<file path="config.mk">
export PLATFORM = sky130hd
export DESIGN_NAME = fetch_unit
export DESIGN_NICKNAME = d
export VERILOG_FILES = /design/src/rtl/pipeline_pkg.sv /design/src/rtl/sync_fifo.sv /design/src/rtl/fetch_unit.sv
export SDC_FILE = /design/constraint.sdc
export NUM_CORES = 1
export LEC_CHECK = 0
export ABC_AREA = 1
export CORE_MARGIN = 2
export CORE_UTILIZATION = 39
export CTS_BUF_LIST = sky130_fd_sc_hd__clkbuf_16
export DETAILED_ROUTE_END_ITERATION = 16
export PLACE_DENSITY = 0.74
export SYNTH_ARGS = -nofsm -noshare
export SYNTH_HDL_FRONTEND = slang
export SYNTH_SLANG_ARGS = --single-unit
</file>
<file path="constraint.sdc">
create_clock -name clk -period 4.85 [get_ports clk]
set_input_delay 0.7275 -clock clk [delete_from_list [all_inputs] [get_ports clk]]
set_output_delay 0.7275 -clock clk [all_outputs]
set_load 0.005 [all_outputs]
</file>
<file path="src/rtl/pipeline_pkg.sv">
// pipeline_pkg: instruction field positions, format codes and fetch FSM states
package pipeline_pkg;
  localparam int INSTR_W = 32;
  localparam int PC_STEP = 4;
  localparam int COND_HI = 31;
  localparam int COND_LO = 28;
  localparam int FMT_HI = 27;
  localparam int FMT_LO = 26;
  localparam int CTRL_HI = 25;
  localparam int CTRL_LO = 21;
  localparam int SETC_BIT = 20;
  localparam logic [1:0] FMT_ALU = 2'b00;
  localparam logic [1:0] FMT_LS = 2'b01;
  localparam logic [1:0] FMT_BR = 2'b10;
  typedef enum logic {RUN, DRAIN} fetch_state_t;
endpackage

</file>
<file path="src/rtl/sync_fifo.sv">
// sync_fifo: power-of-2 synchronous FIFO with flush and occupancy count
module sync_fifo #(
  parameter int WIDTH = 32,
  parameter int DEPTH = 2,
  localparam int CW = $clog2(DEPTH + 1)
) (
  input  logic             clk,
  input  logic             rst,
  input  logic             push,
  input  logic             pop,
  input  logic             flush,
  input  logic [WIDTH-1:0] din,
  output logic [WIDTH-1:0] dout,
  output logic [CW-1:0]    count,
  output logic             empty,
  output logic             full
);
  localparam int AW = $clog2(DEPTH);
  logic [WIDTH-1:0] mem [DEPTH];
  logic [AW-1:0] rd, wr;
  logic do_push, do_pop;
  assign do_push = push && !full;
  assign do_pop = pop && !empty;
  assign dout = mem[rd];
  assign empty = count == '0;
  assign full = count == CW'(DEPTH);
  always_ff @(posedge clk) begin
    if (rst || flush) begin
      rd <= '0;
      wr <= '0;
      count <= '0;
    end else begin
      if (do_push) wr <= wr + 1'b1;
      if (do_pop) rd <= rd + 1'b1;
      count <= count + CW'(do_push) - CW'(do_pop);
    end
  end
  always_ff @(posedge clk)
    if (do_push) mem[wr] <= din;
endmodule

</file>
<file path="src/rtl/fetch_unit.sv">
// fetch_unit: PC owner issuing credit-limited in-order imem reads, buffering words for decode,
// and discarding stale responses after a redirect.
module fetch_unit import pipeline_pkg::*; #(
  parameter int ADDR_W = 32,
  parameter logic [ADDR_W-1:0] RESET_PC = '0,
  parameter int DEPTH = 2
) (
  input  logic              clk,
  input  logic              rst,
  output logic              imem_req_valid,
  input  logic              imem_req_ready,
  output logic [ADDR_W-1:0] imem_req_addr,
  input  logic              imem_rsp_valid,
  input  logic [31:0]       imem_rsp_data,
  input  logic              redirect_valid,
  input  logic [ADDR_W-1:0] redirect_pc,
  output logic              out_valid,
  input  logic              out_ready,
  output logic [31:0]       out_instr,
  output logic [ADDR_W-1:0] out_pc,
  output logic [3:0]        out_condition,
  output logic [1:0]        out_format,
  output logic [4:0]        out_controls,
  output logic              out_set_condition
);
  localparam int CW = $clog2(DEPTH + 1);
  fetch_state_t state, state_n;
  logic [ADDR_W-1:0] pc, tag_pc;
  logic [CW-1:0] inflight, fifo_count, drop, drop_n;
  logic [INSTR_W+ADDR_W-1:0] head;
  logic req_fire, rsp_live, out_fire, tag_empty, tag_full, instr_empty, instr_full;
  logic unused;
  assign unused = instr_full;
  assign req_fire = imem_req_valid && imem_req_ready;
  assign rsp_live = imem_rsp_valid && state == RUN && !redirect_valid && !tag_empty;
  assign out_fire = out_valid && out_ready;
  assign imem_req_addr = pc;
  // Tag FIFO occupancy is exactly the number of live requests in flight
  sync_fifo #(.WIDTH(ADDR_W), .DEPTH(DEPTH)) u_tag (
    .clk(clk), .rst(rst), .push(req_fire), .pop(rsp_live), .flush(redirect_valid),
    .din(pc), .dout(tag_pc), .count(inflight), .empty(tag_empty), .full(tag_full)
  );
  sync_fifo #(.WIDTH(INSTR_W + ADDR_W), .DEPTH(DEPTH)) u_instr (
    .clk(clk), .rst(rst), .push(rsp_live), .pop(out_fire), .flush(redirect_valid),
    .din({imem_rsp_data, tag_pc}), .dout(head), .count(fifo_count), .empty(instr_empty), .full(instr_full)
  );
  always_ff @(posedge clk) begin
    if (rst) begin
      state <= RUN;
      drop <= '0;
      pc <= RESET_PC;
    end else begin
      state <= state_n;
      drop <= drop_n;
      pc <= redirect_valid ? redirect_pc : req_fire ? pc + ADDR_W'(PC_STEP) : pc;
    end
  end
  // Responses owed by the memory but no longer wanted
  always_comb begin
    drop_n = state == DRAIN ? drop : redirect_valid ? inflight + CW'(req_fire) : '0;
    drop_n = drop_n - CW'(imem_rsp_valid && (state == DRAIN || redirect_valid));
    state_n = ((state == DRAIN || redirect_valid) && drop_n != '0) ? DRAIN : RUN;
  end
  always_comb
    imem_req_valid = !rst && state == RUN && !redirect_valid && !tag_full &&
                     ({1'b0, inflight} + {1'b0, fifo_count} < (CW + 1)'(DEPTH));
  assign out_valid = !instr_empty;
  assign out_instr = head[ADDR_W +: INSTR_W];
  assign out_pc = head[ADDR_W-1:0];
  assign out_condition = out_instr[COND_HI:COND_LO];
  assign out_format = out_instr[FMT_HI:FMT_LO];
  assign out_controls = out_instr[CTRL_HI:CTRL_LO];
  assign out_set_condition = out_instr[SETC_BIT];
endmodule
</file>
==> flow_summary.json <==
{
  "status": "completed",
  "ctsHtreeMaxLevel": 1,
  "syn_area_um2": 9930,
  "crit_arrival_ps": 2450,
  "synthToLayoutAreaGrowth_pct": 29.8,
  "vias": 6448,
  "pin_count": 180,
  "cellPowerDensity_nw_per_um2": 343,
  "setup-tns-final_ps": 0,
  "wl_met1_um": 8990,
  "final_cell_mix": "192 x edfxtp_1, 179 x clkdlybuf4s50_1, 138 x nand2_1, 96 x mux2_2, 78 x inv_1",
  "clock_sinks": 237,
  "antenna_cells": 0,
  "dr.max_layer_used": "met4",
  "vias_per_cell": 4.87,
  "rows": 58,
  "pwr-share-comb_pct": 5.3,
  "hold_viol_final": 0,
  "postCtsSetupBuffers": 0,
  "die-area_um2": 26800,
  "hpwl_um": 14800,
  "antenna_left": 0,
  "rsz0062_at_grt": "false",
  "cp_max_fo": 14,
  "syn_inst": 796,
  "synth-edff-count": 192,
  "cts_made_buffers": 25,
  "grt_pass1_vias": 6094,
  "dieWidth_um": 164,
  "fin_crit_sh_pct": 65.6,
  "drive_above_1_share_pct": 16.1,
  "synthDistinctLibCells": 34,
  "p_switching_w": 0.000910,
  "tightest_slew_ps": 912,
  "grt_pass1_wl_um": 33000,
  "grt_use_total_pct": 15.8,
  "maxSlewHeadroom_pct": 39.2,
  "worstPathRequired_ps": 4120,
  "firstDrtPassIters": 5,
  "core-area_um2": 25100,
  "p_int_w": 0.00351,
  "total_power_w": 0.00442,
  "netSwitchingFraction_pct": 20.6,
  "critical-path-slowest-cell": "clkdlybuf4s50_1",
  "cts_resized": 0,
  "crit_path_frequent_cell": "clkdlybuf4s50_1",
  "cp-end-kind": "primary output",
  "fp.dieH_um": 164,
  "whs_ps": 452,
  "drt_iter0_drc": 467,
  "drcViolationCount": 0,
  "antenna_found_initial": 0,
  "synthFlopType": "edfxtp_1",
  "cts.path.max_buffers": 3,
  "root_buffer": "clkbuf_16",
  "power.share.sequential_pct": 51.4,
  "fin_nets": 1052,
  "max_freq_ghz": 0.314,
  "cts_tree": "yes",
  "drv_cap": 0,
  "min_path_type": "register to register",
  "yosys_warnings": 0,
  "grt_max_degree": 66,
  "cpPeakStageDelay_ps": 680,
  "clock_latency_ps": 530,
  "grt.overflow.total": 0,
  "mostFrequentLayoutCell": "edfxtp_1",
  "peakVddDrop_v": 0.000218,
  "synth_fp_nets": 874,
  "critical_path_buf_inv_count": 2,
  "ys_seq_elements": 237,
  "crit_chain": "clkdlybuf4s50_1, nor2_2, o21ai_1, nor2_1, clkdlybuf4s50_1",
  "cts.clk_slew.worst_paths_ps": 60,
  "wl_met3_um": 1670,
  "wl_um": 21800,
  "p_leak_nw": 4.51,
  "yosysSeqAreaShare_pct": 67.1,
  "wl_met2_um": 10600,
  "cp_top_family": "buffers and inverters",
  "cts_hold_buf": 0,
  "synthArstFlopShare_pct": 0,
  "reg2reg_slack_ps": 2070,
  "io_buffers": 179,
  "avgSynthCellArea_um2": 12.5,
  "cp-start-kind": "input pin",
  "crit_type": "input pin to primary output",
  "finalCriticalPeriod_ps": 3180,
  "final.setup_skew_ps": 27.6,
  "start_util_pct": 39.6,
  "wl_per_cell_um": 16.5,
  "gp_congestion": 0.963,
  "slew_violations": 0,
  "clkPwrFrac_pct": 43.2,
  "finalSetupViolCount": 0
}
## power groups by stage
stage          sequential, W  combinational (W)  clock, W
2_1_floorplan        0.00230           0.000101         0
3_3_place_gp         0.00232           0.000232         0
3_5_place_dp         0.00232           0.000237         0
4_1_cts              0.00227           0.000239   0.00196
5_1_grt              0.00228           0.000259   0.00204
6_report             0.00227           0.000236   0.00191
## worst paths after layout
check | start | to | depth (start not counted)
hold / removal | u_instr.rd | u_instr.rd | 1
setup reg to reg | u_tag.count[0] | u_tag.mem[1][28] | 7
setup / recovery | redirect_valid | imem_req_valid | 5
hold reg to reg | u_instr.rd | u_instr.rd | 1
## metal layers
layer,global-route usage (%),vias up
met4,4.59,0
met5,0,-
met3,3.50,38
li1,-,3119
met2,27.2,212
met1,19.9,3079
## worst reg2reg max path, stage by stage, from the launching register on
cell     delay, ps
dfxtp_1        460
nand2_1         90
inv_1           70
fa_1           430
nor3_1         330
nand3_4        300
nor2_4         540
buf_12         240
## flip-flops by register name, summed over array words and instances, names as in the netlist, named ones only
signal and cells:
u_tag.mem 64, u_instr.rd 1, u_instr.wr 1, drop 2, u_tag.wr 1, u_tag.rd 1
u_instr.mem 128, u_tag.count 2, state 1, u_instr.count 2, imem_req_addr 32
## logic make-up after synthesis
kind of cell    after synthesis  synth area share (%)
mux                          96                  10.9
xor+xnor                      8                 0.705
buf+inv                     112                  5.11
compound gates               59                  3.24
fa+ha+maj                     8                  1.08
flops                       237                  67.1
simple gates                276                  11.9
## area by class of cell
type / count / area (um2)
Clock buffer: 25 / 626
Timing Repair Buffer: 187 / 1900
Fill cell: 2136 / 12200
Clock inverter: 21 / 208
Multi-Input combinational cell: 447 / 2790
Tap cell: 330 / 413
Inverter: 76 / 285
Sequential cell: 237 / 6670
## metrics by stage
stage	worst slack [ps]	cell area (um2)	instances	util (%)
2_1_floorplan	390	9930	796	-
3_3_place_gp	1390	12100	1277	48.0
3_5_place_dp	1280	12100	1277	48.0
4_1_cts	1630	12900	1323	51.3
5_1_grt	1540	12900	1323	51.3
6_report	1670	12900	1323	51.3
## Yosys cell counts, types with 3 or more instances
master	instances	share of area (%)
nor2_2	3	0.19
or2_2	4	0.25
ha_1	7	0.88
o21ai_0	16	0.81
a31oi_1	3	0.19
clkbuf_1	7	0.26
dfxtp_1	45	9.1
xnor2_1	5	0.44
buf_4	13	0.98
mux2_2	96	11
xor2_1	3	0.26
inv_2	3	0.11
nand3_1	58	2.9
buf_2	13	0.65
nor2_1	60	2.3
o21ai_1	3	0.15
edfxtp_1	192	58
inv_1	73	2.8
a21oi_1	28	1.4
a22oi_1	3	0.23
nand2_1	138	5.2
o21bai_1	3	0.23
nor3_1	4	0.20
buf_6	3	0.34
No activity file was read; power rests on OpenSTA's default activity.
